## config.mk

```make
export PLATFORM = sky130hd
export DESIGN_NAME = pipeline_stage_elastic
export DESIGN_NICKNAME = d
export VERILOG_FILES = /design/src/rtl/pipeline_stage_elastic.sv
export SDC_FILE = /design/constraint.sdc
export NUM_CORES = 1
export LEC_CHECK = 0
export BUFFER_PORTS_ARGS = -buffer_cell sky130_fd_sc_hd__buf_2
export CORE_MARGIN = 1
export CORE_UTILIZATION = 40
export CTS_CLUSTER_DIAMETER = 120
export CTS_CLUSTER_SIZE = 14
export DETAILED_ROUTE_END_ITERATION = 10
export SETUP_SLACK_MARGIN = 0.3
export SKIP_CTS_REPAIR_TIMING = 1
export SYNTH_ARGS = -nofsm -noshare
export SYNTH_HDL_FRONTEND = slang
export SYNTH_SLANG_ARGS = --single-unit
```

## constraint.sdc

```tcl
create_clock -name clk_i -period 3.8 [get_ports clk_i]
set_input_delay 0.38 -clock clk_i [delete_from_list [all_inputs] [get_ports clk_i]]
set_output_delay 0.38 -clock clk_i [all_outputs]
set_load 0.1 [all_outputs]
```

## src/rtl/pipeline_stage_elastic.sv

```systemverilog
// Elastic inter-stage pipeline register: a DEPTH-entry circular buffer with
// a valid/ready handshake, a synchronous flush and a saturating stall counter.
module pipeline_stage_elastic #(
    parameter int WIDTH    = 32,
    parameter int DEPTH    = 2,
    parameter int CNT_W    = 16,
    parameter int CLR_DATA = 1
) (
    input  logic                       clk_i,
    input  logic                       rst_n_i,
    input  logic                       flush_i,
    input  logic                       in_valid_i,
    output logic                       in_ready_o,
    input  logic [WIDTH-1:0]           in_data_i,
    output logic                       out_valid_o,
    input  logic                       out_ready_i,
    output logic [WIDTH-1:0]           out_data_o,
    output logic [$clog2(DEPTH+1)-1:0] count_o,
    output logic [CNT_W-1:0]           stall_cnt_o
);

    localparam int CW = $clog2(DEPTH + 1);
    localparam int PW = (DEPTH > 1) ? $clog2(DEPTH) : 1;

    logic [WIDTH-1:0] mem_q [DEPTH];
    logic [PW-1:0]    rd_ptr_q, rd_ptr_d;
    logic [PW-1:0]    wr_ptr_q, wr_ptr_d;
    logic [CW-1:0]    count_q, count_d;
    logic [CNT_W-1:0] stall_q, stall_d;

    logic full, empty, push, pop, stall;

    // Wrap explicitly so that DEPTH need not be a power of two.
    function automatic logic [PW-1:0] ptr_inc(input logic [PW-1:0] p);
        if (p == PW'(DEPTH - 1)) begin
            return '0;
        end
        return p + 1'b1;
    endfunction

    // in_ready comes only from registered occupancy, never from out_ready.
    assign full  = (count_q == CW'(DEPTH));
    assign empty = (count_q == '0);
    assign push  = in_valid_i && !full;
    assign pop   = !empty && out_ready_i;
    assign stall = in_valid_i && full;

    always_comb begin
        rd_ptr_d = rd_ptr_q;
        wr_ptr_d = wr_ptr_q;
        count_d  = count_q;
        stall_d  = stall_q;

        if (stall && (stall_q != '1)) begin
            stall_d = stall_q + 1'b1;
        end

        if (flush_i) begin
            rd_ptr_d = '0;
            wr_ptr_d = '0;
            count_d  = '0;
        end else begin
            if (push) begin
                wr_ptr_d = ptr_inc(wr_ptr_q);
            end
            if (pop) begin
                rd_ptr_d = ptr_inc(rd_ptr_q);
            end
            case ({push, pop})
                2'b10:   count_d = count_q + 1'b1;
                2'b01:   count_d = count_q - 1'b1;
                default: count_d = count_q;
            endcase
        end
    end

    always_ff @(posedge clk_i or negedge rst_n_i) begin
        if (!rst_n_i) begin
            rd_ptr_q <= '0;
            wr_ptr_q <= '0;
            count_q  <= '0;
            stall_q  <= '0;
        end else begin
            rd_ptr_q <= rd_ptr_d;
            wr_ptr_q <= wr_ptr_d;
            count_q  <= count_d;
            stall_q  <= stall_d;
        end
    end

    // A flush drops the incoming word; with CLR_DATA it also scrubs storage.
    always_ff @(posedge clk_i or negedge rst_n_i) begin
        if (!rst_n_i) begin
            for (int i = 0; i < DEPTH; i++) begin
                mem_q[i] <= '0;
            end
        end else if (flush_i) begin
            if (CLR_DATA != 0) begin
                for (int i = 0; i < DEPTH; i++) begin
                    mem_q[i] <= '0;
                end
            end
        end else if (push) begin
            mem_q[wr_ptr_q] <= in_data_i;
        end
    end

    assign in_ready_o  = !full;
    assign out_valid_o = !empty;
    assign out_data_o  = mem_q[rd_ptr_q];
    assign count_o     = count_q;
    assign stall_cnt_o = stall_q;

endmodule

```

# ---- Word-level counts from Yosys, hierarchy flattened
# Index checks and enable logic that the tools add are counted.
dict set report totals {
  ff_bits 84
  in_bits 37
  output_inout_bits 52
  elab_cells 55
}
dict set report op_classes {
  add_sub_neg 5
  order_cmp 3
  n_eq_ne 4
  muxes 24
  bitwise_logic 2
  reduce_logical 11
}
# cell n
set op_table {}
lappend op_table {{32-bit two-way mux} 4}
lappend op_table {{64-bit two-way mux} 2}
lappend op_table {{64-bit bitwise mux} 1}
lappend op_table {{32-bit demux with 1-bit select} 1}
lappend op_table {{16-bit by 1-bit adder with 16-bit output, second input constant} 1}
lappend op_table {{16-bit != test, second input constant} 1}
lappend op_table {{1-bit two-way mux} 14}
lappend op_table {{1-bit logical AND} 5}
lappend op_table {{2-bit equality test, second input constant} 2}
lappend op_table {{2-bit greater-or-equal comparator, second input constant} 2}
lappend op_table {{1-bit inverter with 2-bit output} 2}
lappend op_table {{2-bit case mux with 2 select lines} 1}
lappend op_table {{2-bit nonzero test} 2}
lappend op_table {{3-bit nonzero test} 1}
lappend op_table {{1-bit adder, second input constant} 2}
lappend op_table {{2-bit by 1-bit adder with 2-bit output, second input constant} 1}
lappend op_table {{2-bit by 1-bit equality test with 1-bit output, second input constant} 1}
lappend op_table {{1-bit logical NOT} 2}
lappend op_table {{2-bit logical NOT} 1}
lappend op_table {{2-bit by 1-bit less-than comparator with 1-bit output, second input constant} 1}
lappend op_table {{2-bit two-way mux} 1}
lappend op_table {{2-bit by 1-bit subtractor with 2-bit output, second input constant} 1}

# ---- Longest topological paths before layout
dict set report logic_depth {
  depth_word 8
  mapped_depth 6
}

# ---- Worst setup path after synthesis
# Ideal clock, no wire load.
dict set report synth_timing {
  kind {register to register}
  startpoint {register count_q[1], in the netlist count_o[1]}
  endpoint {register mem_q[0] (netlist bit)}
  setup_ns 0.066
  t_arrival_ns 2.886
  path_slack_ns 0.848
  stages_incl_launch_ff 5
  synth_period_minus_slack_ns 2.952
  cell_sequence {dfrtp_1 > nand2b_1 > a31oi_1 > clkbuf_1 > a22o_1}
}
dict set report synth_via {
  elab_chain_cells 4
}
# item line
set synth_lines {}
lappend synth_lines {{start: declaration} 28} ;# logic [CW-1:0] count_q, count_d;
lappend synth_lines {{start signal: assignment} 86} ;# count_q <= count_d;
lappend synth_lines {{2-bit equality test} 42} ;# assign full = (count_q == CW'(DEPTH));
lappend synth_lines {{1-bit logical NOT} -}
lappend synth_lines {{named net in_ready_o} 13} ;# output logic in_ready_o,
lappend synth_lines {{1-bit logical AND} 44} ;# assign push = in_valid_i && !full;
lappend synth_lines {{2-bit nonzero test (no line)} -}
lappend synth_lines {{end signal: indexed assignment} 104} ;# mem_q[wr_ptr_q] <= in_data_i;
lappend synth_lines {{end: declaration} 25} ;# logic [WIDTH-1:0] mem_q [DEPTH];
# The timed path passes the listed nets, and every way through them passes these cells.
# A chain may end at the register's enable or synchronous reset.

# ---- Worst setup path in the final report
dict set report layout_timing {
  startpoint {register rd_ptr_q}
  endpoint {output out_data_o[2]}
}
dict set report layout_via {
  elab_chain_cells 4
}
# item line
set layout_lines {}
lappend layout_lines {{start: declaration} 26} ;# logic [PW-1:0] rd_ptr_q, rd_ptr_d;
lappend layout_lines {{start signal: assignment} 84} ;# rd_ptr_q <= rd_ptr_d;
lappend layout_lines {{1-bit inverter with 2-bit output (not written as such)} 110} ;# assign out_data_o = mem_q[rd_ptr_q];
lappend layout_lines {{32-bit two-way mux (not written as such) (3 in series)} 110}
lappend layout_lines {{end: declaration} 17} ;# output logic [WIDTH-1:0] out_data_o,
# Every way passes these cells. The select of a mux whose other input is x is not followed.

==> metrics.md <==
| Metric | Value |
|---|---|
| Switching Share | `36.7%` |
| Most frequent cells in the layout | `buf_2 (87), dfrtp_1 (84), a22o_1 (64)` |
| Routed WL per cell | `16.9 um` |
| Post-synth net total | `313` |
| Placed Cells incl. Taps | `455` |
| Clk pwr share | `28.9%` |
| Clk_skew | `7.54 ps` |
| Antenna-violating nets left | `0` |
| Nets | `396` |
| Initial Utilization | `41.5%` |
| Sequential power share | `45.5%` |
| First-pass GRT wire length | `13300 um` |
| Setup CP Type | `register to primary output` |
| Cells after Synth | `275` |
| Die H | `97.4 um` |
| GP Congestion | `0.733` |
| Status | `complete, no violations` |
| Vias in the first global route | `2654` |
| Maximum clock rate | `414 MHz` |
| Combinational power share | `25.6%` |
| Pint | `1370 uW` |
| Synth Area in Compound Gates | `16.3%` |
| Sw power | `795 uW` |
| Reg2reg setup slack | `1710 ps` |
| Worst slew pin tran | `1050 ps` |
| WP data required | `3420 ps` |
| Post-synthesis sequential area ratio | `57.8%` |
| Slew HR | `30.2%` |
| PwrDens | `493 mW/mm^2` |
| Via Count | `2536` |
| Residual DRC count | `0` |
| Fin crit period | `2420 ps` |
| Die ar. | `0.00948 sq mm` |
| P_leak | `0.00228 uW` |
| Number of enable flip-flop cells after synthesis | `0` |
| Post-DP HPWL | `4990 um` |
| Clock buffer depth | `2` |
| R2r worst-path depth | `5` |
| Fin cells | `471` |
| Main synth FF type | `dfrtp_1` |
| CP max FO | `26` |
| Async set-or-reset flop fraction in the synthesized netlist | `100%` |
| N_diodes | `0` |
| # IOs | `89` |
| Die width | `97.4 um` |
| Final worst-path cycle share | `63.6%` |
| Max Cap Viol | `0` |
| DR vias/cell | `5.38` |
| Unique masters post-synth | `31` |
| Worst R2R End | `stall_cnt_o[1]` |
| Area of the multi-input gates | `0.00149 sq mm` |
| Final hold vios | `0` |
| Mapped Area | `0.00364 sq mm` |
| Area growth, synth to finish | `20.7%` |
| Grt total ovfl | `0` |
| XOR/XNOR Fraction of Synth Area | `4.09%` |
| CTS clk-pin slew, worst paths | `90 ps` |
| Max-slew violations | `0` |
| CTS H-tree lvls | `3` |
| RSZ-0062 raised after global routing | `false` |
| Rows | `34` |
| CTS Buf Count | `9` |
| Total GRT Usage | `17.8%` |
| Worst VDD drop | `247 uV` |
| Syn Area/Cell | `13.2 sq um` |
| PortBufs | `88` |
| Largest family of logic cells by synthesized area | `compound AO/OA/AOI/OAI gates` |
| Routed WL | `7980 um` |
| Crit path launch type | `register` |
| Mux contribution to synthesized area | `10.5%` |
| RR Startpoint | `stall_cnt_o[0]` |
| Clock Root Buffer | `clkbuf_8` |
| Total negative slack | `0 ps` |
| Setup crit end kind | `primary output` |
| Clock latency on the worst-skew pair | `350 ps` |
| Initial antenna violation count | `1` |
| First drt pass iteration count | `4` |
| Worst EP arrival | `2040 ps` |
| Final setup viols | `0` |
| CTS sink count | `84` |
| Filler cell count | `813` |
| Layout cells sized above 1 | `41.9%` |
| Sequential cell area | `0.00210 sq mm` |
| YS warnings | `0` |
| CTS tree | `built` |
| Worst min path class | `input pin to async pin` |
| Initial drt markers | `51` |
| Core footprint | `0.00876 sq mm` |
| Maximum number of pins on one net before global-route repair | `85` |
| Synth Register Bits | `84` |
| Post-synthesis simple-gate area fraction | `8.50%` |
| Commonest non-fill, non-tap cell in the layout | `buf_2` |
| Adder-Cell Fraction of Synth Area | `0.344%` |
-- metal layers --
| metal | track usage (%) | vias to the layer above | part of all wire [%] |
|---|---|---|---|
| li1 | - | 1204 | - |
| met1 | 24.8 | 1260 | 49 |
| met2 | 26.5 | 61 | 44 |
| met3 | 5.76 | 9 | 5.7 |
| met4 | 5.77 | 2 | 1.0 |
| met5 | 0 | - | 0.16 |
-- critical path, stage by stage, from the launching register on --
cell and delay (ps):
dfrtp_1 560, buf_4 430, mux2_2 400, buf_2 290
-- synthesized netlist by cell type, drive strengths merged (2+ instances only) --
library cell | n | area, sq um
dfrtp | 84 | 2100
a22o | 64 | 561
mux2 | 33 | 372
clkbuf | 15 | 56.3
xor2 | 14 | 123
nor3 | 8 | 45.0
nand2 | 7 | 26.3
nand4 | 6 | 37.5
nor2 | 6 | 22.5
nor4 | 6 | 65.1
buf | 5 | 31.3
nand3 | 4 | 25.0
a31oi | 3 | 18.8
or2 | 3 | 18.8
xnor2 | 3 | 26.3
nand2b | 2 | 12.5
nand3b | 2 | 15.0
nor3b | 2 | 15.0
-- sequential cells by signal, summed over array words and instances, names as in the netlist --
signal / count
mem_q: 64
stall_cnt_o: 16
count_o: 2
rd_ptr_q: 1
wr_ptr_q: 1
-- worst max path at each step --
stage / start / to / slack, ps
floorplan: count_o[1] / mem_q[0] / 850
global placement: rd_ptr_q / out_data_o[7] / 1760
detailed placement: stall_cnt_o[0] / stall_cnt_o[1] / 1720
CTS: rd_ptr_q / out_data_o[7] / 1370
global route: rd_ptr_q / out_data_o[7] / 1300
finish: rd_ptr_q / out_data_o[2] / 1380
-- cell type report --
type / count / share of cell area [%]
tap: 108 / 3.08
timing repair buffer: 92 / 10.8
inverter: 1 / 0.0855
clock buffer: 10 / 2.91
sequential: 84 / 47.9
clock inverter: 6 / 1.48
multi-input combinational: 170 / 33.8
-- cells by family after synthesis --
family | after synthesis
AO/OA/AOI/OAI | 69
multiplexers | 34
AND/OR/NAND/NOR | 49
buffers and inverters | 21
XOR/XNOR | 17
adder cells (fa/ha/maj) | 1
flip-flops | 84
-- power groups by stage --
stage	Sequential [uW]	Clock [uW]	Combinational [uW]
after floorplan	1070	0	366
after global placement	1000	0	558
after detailed placement	1000	0	560
after CTS	985	651	561
after global routing	994	685	582
final	985	627	555
-- per-stage QoR --
stage / instance area [sq um] / hold slack (ps) / power [uW] / setup slack, ps / utilization (%)
after detailed placement: 4200 / 486 / 1560 / 1720 / 47.9
final: 4390 / 177 / 2170 / 1380 / 50.1
after global routing: 4390 / 239 / 2260 / 1300 / 50.1
after CTS: 4390 / 239 / 2200 / 1370 / 50.1
after global placement: 4200 / 476 / 1560 / 1760 / 47.9
after floorplan: 3640 / 84.4 / 1440 / 848 / -
No activity file was read; power rests on OpenSTA's default activity.
